`config.mk`:
```
export PLATFORM = sky130hd
export DESIGN_NAME = delete_order_encoder_flat
export DESIGN_NICKNAME = d
export VERILOG_FILES = /design/src/rtl/itch_pkg.sv /design/src/rtl/delete_order_encoder_if.sv /design/src/rtl/itch_req_fifo.sv /design/src/rtl/delete_order_encoder.sv /design/src/flat_wrapper.sv
export SDC_FILE = /design/constraint.sdc
export NUM_CORES = 1
export LEC_CHECK = 0
export ABC_AREA = 1
export CAP_MARGIN = 20
export CORE_ASPECT_RATIO = 0.7
export CORE_MARGIN = 5
export CORE_UTILIZATION = 50
export CTS_CLUSTER_SIZE = 25
export DETAILED_ROUTE_END_ITERATION = 10
export PLACE_DENSITY_LB_ADDON = 0.12
export SYNTH_ARGS = -nofsm -noshare
export SYNTH_HDL_FRONTEND = slang
export SYNTH_HIERARCHICAL = 1
export SYNTH_SLANG_ARGS = --single-unit
```
`constraint.sdc`:
```
create_clock -name clk -period 5.8 [get_ports clk]
set_input_delay 0.58 -clock clk [delete_from_list [all_inputs] [get_ports clk]]
set_output_delay 0.58 -clock clk [all_outputs]
set_load 0.1 [all_outputs]
```
`src/rtl/itch_pkg.sv`:
```
// Shared ITCH message constants and encoder state type.
// Imported by the Delete decoder and the message encoders.
package itch_pkg;

  localparam logic [7:0] ITCH_MSG_DELETE = 8'h44;
  localparam int         ITCH_LEN_DELETE = 9;

  typedef enum logic [1:0] {
    IDLE,
    SEND,
    GAP
  } enc_state_t;

endpackage

```
`src/rtl/delete_order_encoder_if.sv`:
```
// Request port and serialized byte stream of the Delete encoder.
// master drives requests; slave is the encoder itself.
interface delete_order_encoder_if;

  logic        req_valid;
  logic        req_ready;
  logic [63:0] req_order_ref;
  logic [7:0]  byte_out;
  logic        valid_out;
  logic        msg_done;
  logic        busy;

  modport master (
    output req_valid,
    output req_order_ref,
    input  req_ready,
    input  byte_out,
    input  valid_out,
    input  msg_done,
    input  busy
  );

  modport slave (
    input  req_valid,
    input  req_order_ref,
    output req_ready,
    output byte_out,
    output valid_out,
    output msg_done,
    output busy
  );

endinterface

```
`src/rtl/itch_req_fifo.sv`:
```
// Two-entry request FIFO shared by the ITCH encoders.
// full is registered from the next count, so it never lags a push.
module itch_req_fifo #(
  parameter int WIDTH = 64
) (
  input  logic             clk,
  input  logic             rst,
  input  logic             push,
  input  logic             pop,
  input  logic [WIDTH-1:0] din,
  output logic [WIDTH-1:0] dout,
  output logic             full,
  output logic             empty
);

  logic [WIDTH-1:0] mem [2];
  logic             wr_ptr;
  logic             rd_ptr;
  logic [1:0]       count;
  logic [1:0]       count_next;
  logic             full_q;
  logic             do_push;
  logic             do_pop;

  assign do_push = push && !full_q;
  assign do_pop  = pop && (count != 2'd0);

  // Occupancy after this edge; a simultaneous push and pop cancel.
  always_comb begin
    count_next = count;
    if (do_push && !do_pop)
      count_next = count + 2'd1;
    else if (do_pop && !do_push)
      count_next = count - 2'd1;
  end

  // Storage, wrapping pointers, count and the registered full flag.
  always_ff @(posedge clk or posedge rst) begin
    if (rst) begin
      mem[0] <= '0;
      mem[1] <= '0;
      wr_ptr <= 1'b0;
      rd_ptr <= 1'b0;
      count  <= 2'd0;
      full_q <= 1'b0;
    end else begin
      if (do_push) begin
        mem[wr_ptr] <= din;
        wr_ptr      <= ~wr_ptr;
      end
      if (do_pop)
        rd_ptr <= ~rd_ptr;
      count  <= count_next;
      full_q <= (count_next == 2'd2);
    end
  end

  assign dout  = mem[rd_ptr];
  assign full  = full_q;
  assign empty = (count == 2'd0);

endmodule

```
`src/rtl/delete_order_encoder.sv`:
```
// Serializes queued order refs into 9-byte ITCH 'D' messages.
// Type byte first, then the reference MSB first, then a gap.
module delete_order_encoder
  import itch_pkg::*;
#(
  parameter logic [7:0] MSG_TYPE   = ITCH_MSG_DELETE,
  parameter int         MSG_LENGTH = ITCH_LEN_DELETE,
  parameter int         GAP_CYCLES = 1
) (
  input logic                  clk,
  input logic                  rst,
  delete_order_encoder_if.slave bus
);

  localparam logic [3:0] LAST     = 4'(MSG_LENGTH - 1);
  localparam logic [3:0] LAST_M1  = 4'(MSG_LENGTH - 2);
  localparam logic [3:0] GAP_INIT = 4'(GAP_CYCLES - 1);

  enc_state_t  state, state_n;
  logic [3:0]  byte_cnt, byte_cnt_n;
  logic [3:0]  gap_cnt, gap_n;
  logic [63:0] ref_q, ref_n;
  logic [7:0]  byte_q, byte_n;
  logic        valid_q, valid_n;
  logic        done_q, done_n;
  logic        pop;
  logic        load;
  logic        full;
  logic        empty;
  logic [63:0] head;

  itch_req_fifo #(.WIDTH(64)) u_fifo (
    .clk   (clk),
    .rst   (rst),
    .push  (bus.req_valid),
    .pop   (pop),
    .din   (bus.req_order_ref),
    .dout  (head),
    .full  (full),
    .empty (empty)
  );

  // Next state and next registered outputs; the ref shifts out MSB first.
  always_comb begin
    state_n    = state;
    byte_cnt_n = byte_cnt;
    gap_n      = gap_cnt;
    ref_n      = ref_q;
    byte_n     = 8'h00;
    valid_n    = 1'b0;
    done_n     = 1'b0;
    load       = 1'b0;
    unique case (state)
      IDLE: begin
        load = !empty;
      end
      SEND: begin
        if (byte_cnt == LAST) begin
          state_n = GAP;
          gap_n   = GAP_INIT;
        end else begin
          byte_n     = ref_q[63:56];
          ref_n      = {ref_q[55:0], 8'h00};
          byte_cnt_n = byte_cnt + 4'd1;
          valid_n    = 1'b1;
          done_n     = (byte_cnt == LAST_M1);
        end
      end
      GAP: begin
        if (gap_cnt == 4'd0) begin
          load    = !empty;
          state_n = IDLE;
        end else begin
          gap_n = gap_cnt - 4'd1;
        end
      end
      default: state_n = IDLE;
    endcase
    pop = load;
    if (load) begin
      state_n    = SEND;
      ref_n      = head;
      byte_cnt_n = 4'd0;
      byte_n     = MSG_TYPE;
      valid_n    = 1'b1;
    end
  end

  // FSM, counters, shift register and output registers.
  always_ff @(posedge clk or posedge rst) begin
    if (rst) begin
      state    <= IDLE;
      byte_cnt <= 4'd0;
      gap_cnt  <= 4'd0;
      ref_q    <= 64'd0;
      byte_q   <= 8'h00;
      valid_q  <= 1'b0;
      done_q   <= 1'b0;
    end else begin
      state    <= state_n;
      byte_cnt <= byte_cnt_n;
      gap_cnt  <= gap_n;
      ref_q    <= ref_n;
      byte_q   <= byte_n;
      valid_q  <= valid_n;
      done_q   <= done_n;
    end
  end

  assign bus.req_ready = !full;
  assign bus.byte_out  = byte_q;
  assign bus.valid_out = valid_q;
  assign bus.msg_done  = done_q;
  assign bus.busy      = (state != IDLE) || !empty;

endmodule

```
`src/flat_wrapper.sv`:
```
// flat-port wrapper written by rule: the top's interface ports become plain ports
module delete_order_encoder_flat import itch_pkg::*;
#(
  parameter logic [7:0] MSG_TYPE   = ITCH_MSG_DELETE,
  parameter int         MSG_LENGTH = ITCH_LEN_DELETE,
  parameter int         GAP_CYCLES = 1
)
  (clk, rst, bus_req_valid, bus_req_order_ref, bus_req_ready, bus_byte_out, bus_valid_out, bus_msg_done, bus_busy);
  delete_order_encoder_if bus_i ();
  input logic clk;
  input logic rst;
  input wire logic [$bits(bus_i.req_valid)-1:0] bus_req_valid;
  input wire logic [$bits(bus_i.req_order_ref)-1:0] bus_req_order_ref;
  output wire logic [$bits(bus_i.req_ready)-1:0] bus_req_ready;
  output wire logic [$bits(bus_i.byte_out)-1:0] bus_byte_out;
  output wire logic [$bits(bus_i.valid_out)-1:0] bus_valid_out;
  output wire logic [$bits(bus_i.msg_done)-1:0] bus_msg_done;
  output wire logic [$bits(bus_i.busy)-1:0] bus_busy;
  assign bus_i.req_valid = bus_req_valid;
  assign bus_i.req_order_ref = bus_req_order_ref;
  assign bus_req_ready = bus_i.req_ready;
  assign bus_byte_out = bus_i.byte_out;
  assign bus_valid_out = bus_i.valid_out;
  assign bus_msg_done = bus_i.msg_done;
  assign bus_busy = bus_i.busy;
  delete_order_encoder #(.MSG_TYPE(MSG_TYPE), .MSG_LENGTH(MSG_LENGTH), .GAP_CYCLES(GAP_CYCLES)) u_core (.clk(clk), .rst(rst), .bus(bus_i));
endmodule
```
Yosys cells after proc, flatten, opt, wreduce, memory -nomap -nowiden --
Index checks and enable logic that the tools add are counted. W data, S select, Z words.
Operators by class: muxes and demuxes 31, reductions and logical operators 20, multipliers 0, order comparisons 3, bitwise logic cells 4, divide/modulo/power cells 0, add/subtract/negate cells 4, eq/ne operators 11, shift operators 0
Operators by type and width (count):
- $mux W64 | 7
- $bwmux W128 | 1
- $demux W64 S1 | 1
- $mux W8 | 3
- $mux W4 | 5
- $mux W2 | 5
- $pmux W4 S2 | 1
- $reduce_bool A2 Y1 | 4
- $mux W1 | 6
- $ne A2 B2 Y1 const B | 3
- $ne A3 B2 Y1 const B | 2
- $pmux W2 S3 | 1
- $reduce_and A3 Y1 | 2
- $logic_and A1 B1 Y1 | 5
- $add A4 B1 Y4 const B | 1
- $eq A2 B2 Y1 const B | 2
- $eq A4 B3 Y1 const B | 1
- $eq A4 B4 Y1 const B | 1
- $ge A2 B2 Y1 const B | 2
- $logic_not A1 Y1 | 4
- $logic_not A2 Y1 | 2
- $logic_not A4 Y1 | 1
- $not A1 Y2 | 2
- $sub A4 B1 Y4 const B | 1
- other kinds (9) | 10
Word-level totals: memory bits (read-only) 0, RAM bits 0, register bits 217, bits of input ports 67, output and inout port bits 12, bits in latches 0, logic and storage cells 86, memories 0

Logic depth before layout (Yosys ltp) --
Gate-level depths: netlist of run 1.
depth in word-level cells 9, mapped depth 14

Hierarchy --
The synthesis of run 1 kept the hierarchy.
Modules (own cells, without submodules):
- itch_req_fifo | area an instance 6033.3 µm², times used 1, cells an instance 720
- delete_order_encoder | area an instance 3732.3 µm², times used 1, cells an instance 440

Worst setup path after synthesis of run 1 --
No wires, ideal clock.
path kind register to output, from register u_core.u_fifo.count[0], to output bus_busy, data arrival time 1362 ps, data required time 5220 ps, setup slack 3858 ps, cell stages (with the launch flop) 4, path buffers 0, path through dfrtp_1 inv_1 ha_1 nand3_1
On the way: cells in the longest elaborated chain, start to end 3
RTL lines:
- start: declaration | RTL line itch_req_fifo.sv:19 | logic [1:0] count;
- start signal: assignment | RTL line itch_req_fifo.sv:53 | count <= count_next;
- $logic_not A2 Y1 | RTL line itch_req_fifo.sv:60 | assign empty = (count == 2'd0);
- net u_core.empty | RTL line delete_order_encoder.sv:29 | logic empty;
- $logic_not A1 Y1 | RTL line delete_order_encoder.sv:114 | assign bus.busy = (state != IDLE) || !empty;
- $logic_or A1 B1 Y1 | RTL line delete_order_encoder.sv:114
- end: declaration | RTL line flat_wrapper.sv:18 | output wire logic [$bits(bus_i.busy)-1:0] bus_busy;
The timed path passes the listed nets, and every way through them passes these cells.

Worst setup path in the final report of run 1 --
Ends and elaborated chain as after synthesis.

==> metrics.md, run 1 <==
| Metric | Value |
|---|---|
| Setup-failing EPs final | 0 |
| DR vias/cell | 4.96 |
| CTS H-tree lvls | 1 |
| CP startpoint kind | register |
| # rows | 42 |
| Largest net degree at the start of global routing | 77 |
| Achievable frequency | 337 MHz |
| Number of synthesized flops with an enable pin | 0 |
| Full die area | 22500 um^2 |
| Asr flop ratio synth | 100% |
| Max-Cap Viols | 0 |
| Initial Util | 51.2% |
| Antenna cells | 0 |
| Most frequent cells in the layout | nand2_1 (476), dfrtp_1 (216), nand3_1 (131), inv_1 (90), clkdlybuf4s50_1 (78) |
| Slowest CP cell | clkdlybuf4s50_1 |
| Yosys synthesis warning count | 6 |
| Overall routed net length | 20800 um |
| Count of cell types in the netlist | 26 |
| Hold path cells | 2 |
| Vias in the first global route | 7018 |
| Io pins | 79 |
| CTS tree | done |
| Routability Congestion | 0.781 |
| Total number of vias | 7325 |
| Post_cts resized | 0 |
| Buf/Inv on CP | 2 |
| Post-DP HPWL | 12800 um |
| GRT overflow | 0 |
| Most common flop cell mapped by yosys | dfrtp_1 |
| Layout net count | 1273 |
| Residual DRC count | 0 |
| Slack of the critical path | 2.83 ns |
| Mapped Area | 9770 um^2 |
| Start point of the worst hold path | u_core/u_fifo/mem[105] |
| Worst R2R Start | u_core/u_fifo/count[0] |
| Max VDD drop | 0.253 mV |
| Width of the die | 177 um |
| Setup CP Type | reg -> out |
| Dpl ws | 3.00 ns |
| Hold path endpoint | u_core/u_fifo/mem[105] |
| Nature of the critical path endpoint | output port |
| Cells after Synth | 1160 |
| Initial antenna violation count | 0 |
| Root buf cell | clkbuf_16 |
| Share of cells above drive strength 1 | 8.57% |
| WP data arrival | 2.39 ns |
| WL per Instance | 14.1 um |
| Post-route setup TNS | 0 ns |
| RSZ-0062 raised after global routing | no |
| Clk_skew | 0.00780 ns |
| Hold_buf cts | 0 |
| Layout Utilization | 58.5% |
| ANT nets after route | 0 |
| Leakage Power | 5.73 nW |
| FF-to-FF path depth | 11 |
| Synthesized Nets | 1231 |
| Final min period | 2.97 ns |
| #FFs+latches synth | 217 |
| Worst Path Max Fanout | 4 |
| Req. time, crit path | 5.22 ns |
| FF-to-FF End | u_core/u_fifo/full |
| DIE HEIGHT | 127 um |
| Placed cell area | 10500 um^2 |
| Commonest non-fill, non-tap cell in the layout | nand2_1 |
| Hold WC Path Type | reg -> reg |
| Setup Fix Bufs, Post-CTS | 0 |
| Max clock buf depth | 3 |
| Worst-Margin Slew | 1.01 ns |
| CTS Sinks | 217 |
| DR pass1 iterations | 5 |
| First-iteration detailed-routing DRC count | 683 |
| CP top delay family | buffers and inverters |
| Final hold vios | 0 |
| Dominant cells by area after synthesis | dfrtp_1 (56%), nand2_1 (18%), nand3_1 (6.7%) |
| Post-synthesis sequential area ratio | 55.6% |
| R2R Setup Slk | 3.03 ns |
| Syn Area/Cell | 8.42 um^2 |
| Port Buffers | 78 |
| Power per Cell Area | 558 nW/um^2 |
| Final Cycle Share | 51.1% |
| Max-slew headroom | 32.4% |
| Area of the core | 19100 um^2 |
| Total Routing Usage GR | 18.8% |
| Cells along the critical path | inv_1 > ha_1 > nand3_1 > clkdlybuf4s50_1 |
| First-pass GRT wire length | 35300 um |
| Slowest stage delay, CP | 1.14 ns |
| Clock-pin slew on the worst setup and hold paths | 0.06 ns |
| Area growth from synthesis to layout | 14.3% |
| Number of clock buffers inserted by TritonCTS | 22 |
| Largest area contributor in the netlist | dfrtp_1 |
| Total power | 6.23 mW |
| Slew Viols, Final | 0 |
| Outcome | finished, final reports clean |
| Synth top area share | 55.6% |
| Clk Latency, worst-skew pair | 0.49 ns |
| Final instance area | 11200 um^2 |
==> state kept, by name (all words and copies together), names as in the netlist <==
signal	cells
u_core/u_fifo/mem	128
u_core/ref_q	64
u_core/bus.byte_out	8
u_core/byte_cnt	4
u_core/gap_cnt	4
u_core/state	2
u_core/u_fifo/count	2
u_core/bus.msg_done	1
u_core/bus.valid_out	1
u_core/u_fifo/full	1
u_core/u_fifo/rd_ptr	1
u_core/u_fifo/wr_ptr	1
==> cells by family after synthesis <==
logic type,count (synthesis),synth area share (%)
compound gates,136,8.92
xor+xnor,2,0.179
simple gates,635,26.4
flops,217,55.6
fa+ha+maj,4,0.513
buf+inv,166,8.40
==> metal layers <==
metal,part of all wire (%),global-route usage (%)
met1,52,30.7
met2,42,26.8
met3,3.5,2.50
met4,1.7,3.87
met5,0,0
==> per-stage QoR <==
step / hold WS, ns / instances
final: 0.480 / 1477
after global routing: 0.498 / 1477
after CTS: 0.482 / 1477
after detailed placement: 0.467 / 1442
after global placement: 0.462 / 1442
after floorplan: 0.450 / 1160
==> power breakdown <==
part           internal, mW  switching [mW]
clock network         0.770           0.547
logic                 0.751            1.66
registers              2.17           0.331
total                  3.69            2.54
==> worst max-delay path by stage <==
stage                                 startpoint                      to  cells after the start
after floorplan                              rst  u_core/u_fifo/count[0]                      1
after global placement    u_core/u_fifo/count[0]      u_core/u_fifo/full                     11
after detailed placement  u_core/u_fifo/count[0]      u_core/u_fifo/full                     11
after CTS                 u_core/u_fifo/count[0]                bus_busy                      4
after global routing      u_core/u_fifo/count[0]      u_core/u_fifo/full                     11
final                     u_core/u_fifo/count[0]                bus_busy                      4
==> layout make-up <==
class | instances | area [um^2]
Fill cell | 1778 | 7910
Timing Repair Buffer | 87 | 848
Sequential cell | 217 | 5430
Clock buffer | 33 | 653
Tap cell | 264 | 330
Multi-Input combinational cell | 777 | 3520
Clock inverter | 2 | 10.0
Inverter | 97 | 370
==> cell usage after synthesis, types with 2 or more instances <==
| library cell | n |
|---|---|
| nand3_1 | 131 |
| buf_4 | 6 |
| inv_2 | 3 |
| inv_1 | 93 |
| xor2_1 | 2 |
| dfrtp_1 | 217 |
| o21ai_2 | 50 |
| buf_2 | 29 |
| o21ai_0 | 29 |
| buf_1 | 9 |
| nor2_1 | 18 |
| clkbuf_1 | 6 |
| ha_1 | 4 |
| buf_6 | 18 |
| o21ai_1 | 55 |
| nand2_2 | 3 |
| nor2_2 | 2 |
| nand2_1 | 477 |
==> worst min-delay path, stage by stage, from the launching register on <==
cell     delay (ns)
dfrtp_1        0.34
nand2_1        0.06
o21ai_2        0.05
No activity file was read; power rests on OpenSTA's default activity.
==> run 2: changes to the inputs <==
- clock period: 5.8 -> 2.79 ns (I/O delays scaled with it)
==> metrics.md, run 2 (synthesis results as in run 1) <==
| Metric | Value |
|---|---|
| Largest net degree at the start of global routing | 77 (unchanged) |
| Worst R2R Start | u_core/u_fifo/count[0] (unchanged) |
| Layout Utilization | 59.1% (was 58.5%) |
| Vias in the first global route | 7025 (was 7018) |
| Number of clock buffers inserted by TritonCTS | 21 (was 22) |
| Leakage Power | 5.82 nW (was 5.73 nW) |
| Max clock buf depth | 3 (unchanged) |
| Io pins | 79 (unchanged) |
| Commonest non-fill, non-tap cell in the layout | nand2_1 (unchanged) |
| Nature of the critical path endpoint | register (was output port) |
| Total Routing Usage GR | 18.9% (was 18.8%) |
| WL per Instance | 14.1 um (about the same) |
| First-iteration detailed-routing DRC count | 687 (was 683) |
| Root buf cell | clkbuf_16 (unchanged) |
| Finished Layout Cells | 1483 (was 1477) |
| Antenna cells | 0 (unchanged) |
| Max-Cap Viols | 0 (unchanged) |
| Max reg flops | 128 (unchanged) |
| Post_cts resized | 0 (unchanged) |
| Worst Path Max Fanout | 37 (was 4) |
| Area growth from synthesis to layout | 15.5% (was 14.3%) |
| GRT overflow | 0 (unchanged) |
| Register with the most flip-flops | u_core/u_fifo/mem (unchanged) |
| RSZ-0062 raised after global routing | no (unchanged) |
| Overall routed net length | 20900 um (was 20800 um) |
| Initial antenna violation count | 0 (unchanged) |
| ANT nets after route | 0 (unchanged) |
| Placed insts | 1447 (was 1442) |
| WP data arrival | 2.39 ns (about the same) |
| Clk Latency, worst-skew pair | 0.49 ns (about the same) |
| R2R Setup Slk | 0.82 ns (was 3.03 ns) |
| Layout net count | 1277 (was 1273) |
| Routability Congestion | 0.807 (was 0.781) |
| Final min period | 1.97 ns |
| First-pass GRT wire length | 35400 um (was 35300 um) |
| Achievable frequency | 507 MHz |
| Setup CP Type | reg -> reg (was reg -> out) |
| Power per Cell Area | 1160 nW/um^2 (was 558 nW/um^2) |
| Port Buffers | 78 (unchanged) |
| Share of cells above drive strength 1 | 10.3% (was 8.57%) |
| Worst-Margin Slew | 0.806 ns (was 1.01 ns) |
| Hold_buf cts | 0 (unchanged) |
| FF-to-FF path depth | 11 (unchanged) |
| CTS tree | done (unchanged) |
| DIE HEIGHT | 127 um (unchanged) |
| Width of the die | 177 um (unchanged) |
| Residual DRC count | 0 (unchanged) |
| Max-slew headroom | 46.2% (was 32.4%) |
| Setup-failing EPs final | 0 (unchanged) |
| Clk_skew | 0.00838 ns (was 0.00780 ns) |
| Full die area | 22500 um^2 (unchanged) |
| Clock-pin slew on the worst setup and hold paths | 0.06 ns (about the same) |
| Initial Util | 51.2% (unchanged) |
| Outcome | finished, final reports clean (unchanged) |
| CTS Sinks | 217 (unchanged) |
| Final Cycle Share | 70.6% |
| Req. time, crit path | 3.21 ns (was 5.22 ns) |
| Most frequent cells in the layout | nand2_1 (476), dfrtp_1 (216), nand3_1 (131), inv_1 (90), clkdlybuf4s50_1 (66) (was nand2_1 (476), dfrtp_1 (216), nand3_1 (131), inv_1 (90), clkdlybuf4s50_1 (78)) |
| Slew Viols, Final | 0 (unchanged) |
| Post-route setup TNS | 0 ns (unchanged) |
| Setup Fix Bufs, Post-CTS | 0 (unchanged) |
| CP startpoint kind | register (unchanged) |
| DR vias/cell | 5.01 (was 4.96) |
| Max VDD drop | 0.585 mV (was 0.253 mV) |
| Hold WC Path Type | in -> async (was reg -> reg) |
| FF-to-FF End | u_core/u_fifo/full (unchanged) |
| DR pass1 iterations | 5 (unchanged) |
| CTS H-tree lvls | 1 (unchanged) |
| Total number of vias | 7424 (was 7325) |
| Final hold vios | 0 (unchanged) |
| Post-DP HPWL | 13100 um (was 12800 um) |
| # rows | 42 (unchanged) |
| Area of the core | 19100 um^2 (unchanged) |
==> run 2: cell type report <==
cell class | count | area (um^2)
inverter | 97 | 372
clock inverter | 6 | 55.1
tap | 264 | 330
clock buffer | 30 | 629
sequential | 217 | 5430
fill | 1724 | 7790
multi-input combinational | 777 | 3520
timing repair buffer | 92 | 943
==> run 2: worst max-delay path, stage by stage (launching register included) <==
cell	delay [ns]
dfrtp_1	0.34
inv_1	0.06
ha_1	0.23
nor2_1	0.27
nand2_4	0.09
inv_4	0.30
nand2_1	0.18
nand2_1	0.14
nand2_1	0.06
nand2_1	0.05
nand2_1	0.06
nor2_1	0.11
==> run 2: routing by layer <==
layer | part of all wire [%] | wire [um] | global-route usage (%) | vias to the layer above
met5 | 0 | 0 | 0 | -
met4 | 1.6 | 333 | 3.37 | 0
met3 | 5.0 | 1040 | 3.03 | 27
met2 | 42 | 8830 | 26.8 | 173
met1 | 51 | 10700 | 30.8 | 3498
li1 | - | - | - | 3726
==> run 2: worst max-delay path by stage <==
| stage | from | to | slack, ns | depth (start not counted) |
|---|---|---|---|---|
| 3_5_place_dp | bus_req_valid | u_core/u_fifo/mem[11] | 0.69 | 7 |
| 5_1_grt | u_core/u_fifo/count[0] | u_core/u_fifo/full | 0.60 | 11 |
| 3_3_place_gp | bus_req_valid | u_core/u_fifo/mem[8] | 0.73 | 7 |
| 2_1_floorplan | rst | u_core/bus.byte_out[0] | 0.35 | 1 |
| 4_1_cts | u_core/u_fifo/count[0] | u_core/u_fifo/full | 0.78 | 11 |
| 6_report | u_core/u_fifo/count[0] | u_core/u_fifo/full | 0.82 | 11 |
==> run 2: per-stage QoR <==
stage               total power, mW  hold WS (ns)  setup slack (ns)  area (um^2)
floorplan                      9.26         0.427             0.346         9770
global placement               10.3         0.465             0.727        10600
detailed placement             10.4         0.469             0.686        10600
CTS                            13.3         0.206             0.779        11300
global route                   14.2         0.241             0.600        11300
finish                         13.1         0.216             0.820        11300
==> run 2: power breakdown <==
part | switching, mW | internal (mW) | leakage [nW]
Clock | 1.17 | 1.65 | 0.345
Sequential | 0.706 | 4.51 | 2.75
Combinational | 3.47 | 1.63 | 2.73
Total | 5.35 | 7.79 | 5.82
==> run 3: changes to the inputs <==
- clock period: 2.79 -> 1.91 ns (I/O delays scaled with it)
==> metrics.md, run 3 (synthesis results as in run 1) <==
| Metric | Value |
|---|---|
| CTS Sinks | 217 (unchanged) |
| P_sw | 7.90 mW (was 5.35 mW) |
| Worst hold margin | 0.135 ns (was 0.216 ns) |
| CP startpoint kind | register (unchanged) |
| Slowest CP cell | dfrtp_1 (unchanged) |
| Antenna cells | 0 (unchanged) |
| Post_cts resized | 0 (unchanged) |
| DR vias/cell | 4.96 (was 5.01) |
| Achievable frequency | 575 MHz |
| Residual DRC count | 0 (unchanged) |
| CTS tree | done (unchanged) |
| Root buf cell | clkbuf_16 (unchanged) |
| Width of the die | 177 um (unchanged) |
| Total Routing Usage GR | 19.2% (was 18.9%) |
| Worst R2R Start | u_core/u_fifo/count[0] (unchanged) |
| Max-Cap Viols | 0 (unchanged) |
| FF-to-FF path depth | 12 (was 11) |
| Buf/Inv on CP | 2 (unchanged) |
| Worst Path Max Fanout | 4 (was 37) |
| Total power | 19.3 mW (was 13.1 mW) |
| Commonest non-fill, non-tap cell in the layout | nand2_1 (unchanged) |
| Sw Ratio | 41.0% (was 40.7%) |
| Setup-failing EPs final | 0 (unchanged) |
| Power per Cell Area | 1700 nW/um^2 (was 1160 nW/um^2) |
| Max VDD drop | 0.938 mV (was 0.585 mV) |
| Clock-pin slew on the worst setup and hold paths | 0.06 ns (about the same) |
| Gate power share | 40.3% (was 38.8%) |
| Setup CP Type | reg -> out (was reg -> reg) |
| ANT nets after route | 0 (unchanged) |
| Area of the core | 19100 um^2 (unchanged) |
| Reg area | 5430 um^2 (unchanged) |
| Port Buffers | 78 (unchanged) |
| DR pass1 iterations | 5 (unchanged) |
| Max reg flops | 128 (unchanged) |
| Post-DP HPWL | 13500 um (was 13100 um) |
| FF-to-FF End | u_core/u_fifo/full (unchanged) |
| Register with the most flip-flops | u_core/u_fifo/mem (unchanged) |
| Initial antenna violation count | 0 (unchanged) |
| P_int | 11.4 mW (was 7.79 mW) |
| Clk_skew | 0.0163 ns (was 0.00838 ns) |
| CTS H-tree lvls | 1 (unchanged) |
| Full die area | 22500 um^2 (unchanged) |
| Share of cells above drive strength 1 | 10.2% (was 10.3%) |
| Max clock buf depth | 3 (unchanged) |
| First-pass GRT wire length | 36000 um (was 35400 um) |
| Worst setup startpoint | u_core/u_fifo/count[0] (unchanged) |
| # rows | 42 (unchanged) |
| Nature of the critical path endpoint | output port (was register) |
| RSZ-0062 raised after global routing | no (unchanged) |
| Final Cycle Share | 91.0% |
| DIE HEIGHT | 127 um (unchanged) |
| Layout net count | 1283 (was 1277) |
| Seq pwr share | 39.5% (was 39.7%) |
| Final min period | 1.74 ns |
| Final hold vios | 0 (unchanged) |
| Setup Fix Bufs, Post-CTS | 0 (unchanged) |
| Max-slew headroom | 68.9% (was 46.2%) |
| Cells along the critical path | inv_1 > ha_1 > nand3_1 > buf_12 (was inv_1 > ha_1 > nor2_1 > nand2_4 > inv_4 > nand2_1 > nand2_1 > nand2_1 > nand2_1 > nand2_1 > nor2_1) |
| GRT overflow | 0 (unchanged) |
| R2R Setup Slk | 0.21 ns (was 0.82 ns) |
| Area of the multi-input gates | 3520 um^2 (unchanged) |
| Vias in the first global route | 7047 (was 7025) |
| Fill count | 1736 (was 1724) |
| Io pins | 79 (unchanged) |
| Outcome | finished, final reports clean (unchanged) |
| First-iteration detailed-routing DRC count | 556 (was 687) |
| WL per Instance | 14.2 um (was 14.1 um) |
| Largest net degree at the start of global routing | 85 (was 77) |
| Post-route setup TNS | 0 ns (unchanged) |
| Hold WC Path Type | in -> async (unchanged) |
| Total number of vias | 7377 (was 7424) |
| Worst-Margin Slew | 0.467 ns (was 0.806 ns) |
| Slowest stage delay, CP | 0.37 ns (was 0.34 ns) |
| Area growth from synthesis to layout | 16.3% (was 15.5%) |
| Leakage Power | 5.84 nW (was 5.82 nW) |
| Hold_buf cts | 0 (unchanged) |
| Req. time, crit path | 1.72 ns (was 3.21 ns) |
| Routability Congestion | 0.770 (was 0.807) |
| Initial Util | 51.2% (unchanged) |
| Most frequent cells in the layout | nand2_1 (476), dfrtp_1 (216), nand3_1 (131), inv_1 (90), clkdlybuf4s50_1 (66) (unchanged) |
| CP top delay family | flip-flops (was simple AND/OR/NAND/NOR gates) |
| Clk Latency, worst-skew pair | 0.51 ns (was 0.49 ns) |
| Clk network pwr share | 20.2% (was 21.5%) |
| Number of clock buffers inserted by TritonCTS | 22 (was 21) |
| Overall routed net length | 21000 um (was 20900 um) |
| Slew Viols, Final | 0 (unchanged) |
| WP data arrival | 1.55 ns (was 2.39 ns) |
-- run 3: routing by layer --
metal  track usage, %  up-vias  share of wire (%)
met5                0        -                  0
met4             3.09        0                1.2
met3             3.21       18                4.2
met2             27.4      140                 43
met1             31.2     3459                 52
li1                 -     3760                  -
-- run 3: worst max-delay path by stage --
stage	to	slack, ns	cells after the start
4_1_cts	bus_busy	0.15	4
6_report	bus_busy	0.17	4
2_1_floorplan	u_core/u_fifo/count[0]	0.07	1
3_5_place_dp	u_core/ref_q[40]	0.20	8
5_1_grt	u_core/ref_q[55]	0.05	9
3_3_place_gp	u_core/u_fifo/mem[95]	0.22	6
-- run 3: area by class of cell --
| class | count | share of cell area [%] |
|---|---|---|
| Sequential cell | 217 | 47.8 |
| Tap cell | 264 | 2.91 |
| Clock inverter | 4 | 0.275 |
| Timing Repair Buffer | 97 | 9.41 |
| Clock buffer | 30 | 5.29 |
| Inverter | 97 | 3.29 |
| Multi-Input combinational cell | 777 | 31.0 |
-- run 3: metrics by stage --
step                      std cells  util, %  cell area, um^2  setup slack [ns]
after CTS                      1486     59.5            11400             0.150
after floorplan                1160        -             9770            0.0678
after global placement         1452     56.2            10700             0.224
after detailed placement       1452     56.2            10700             0.199
after global routing           1486     59.5            11400            0.0455
final                          1486     59.5            11400             0.172
-- run 3: power groups by stage --
stage / clock [mW] / combinational (mW) / sequential, mW
2_1_floorplan: 0 / 5.44 / 8.10
3_3_place_gp: 0 / 7.78 / 7.62
3_5_place_dp: 0 / 7.86 / 7.66
4_1_cts: 4.01 / 7.88 / 7.60
5_1_grt: 4.20 / 8.78 / 7.84
6_report: 3.90 / 7.78 / 7.61
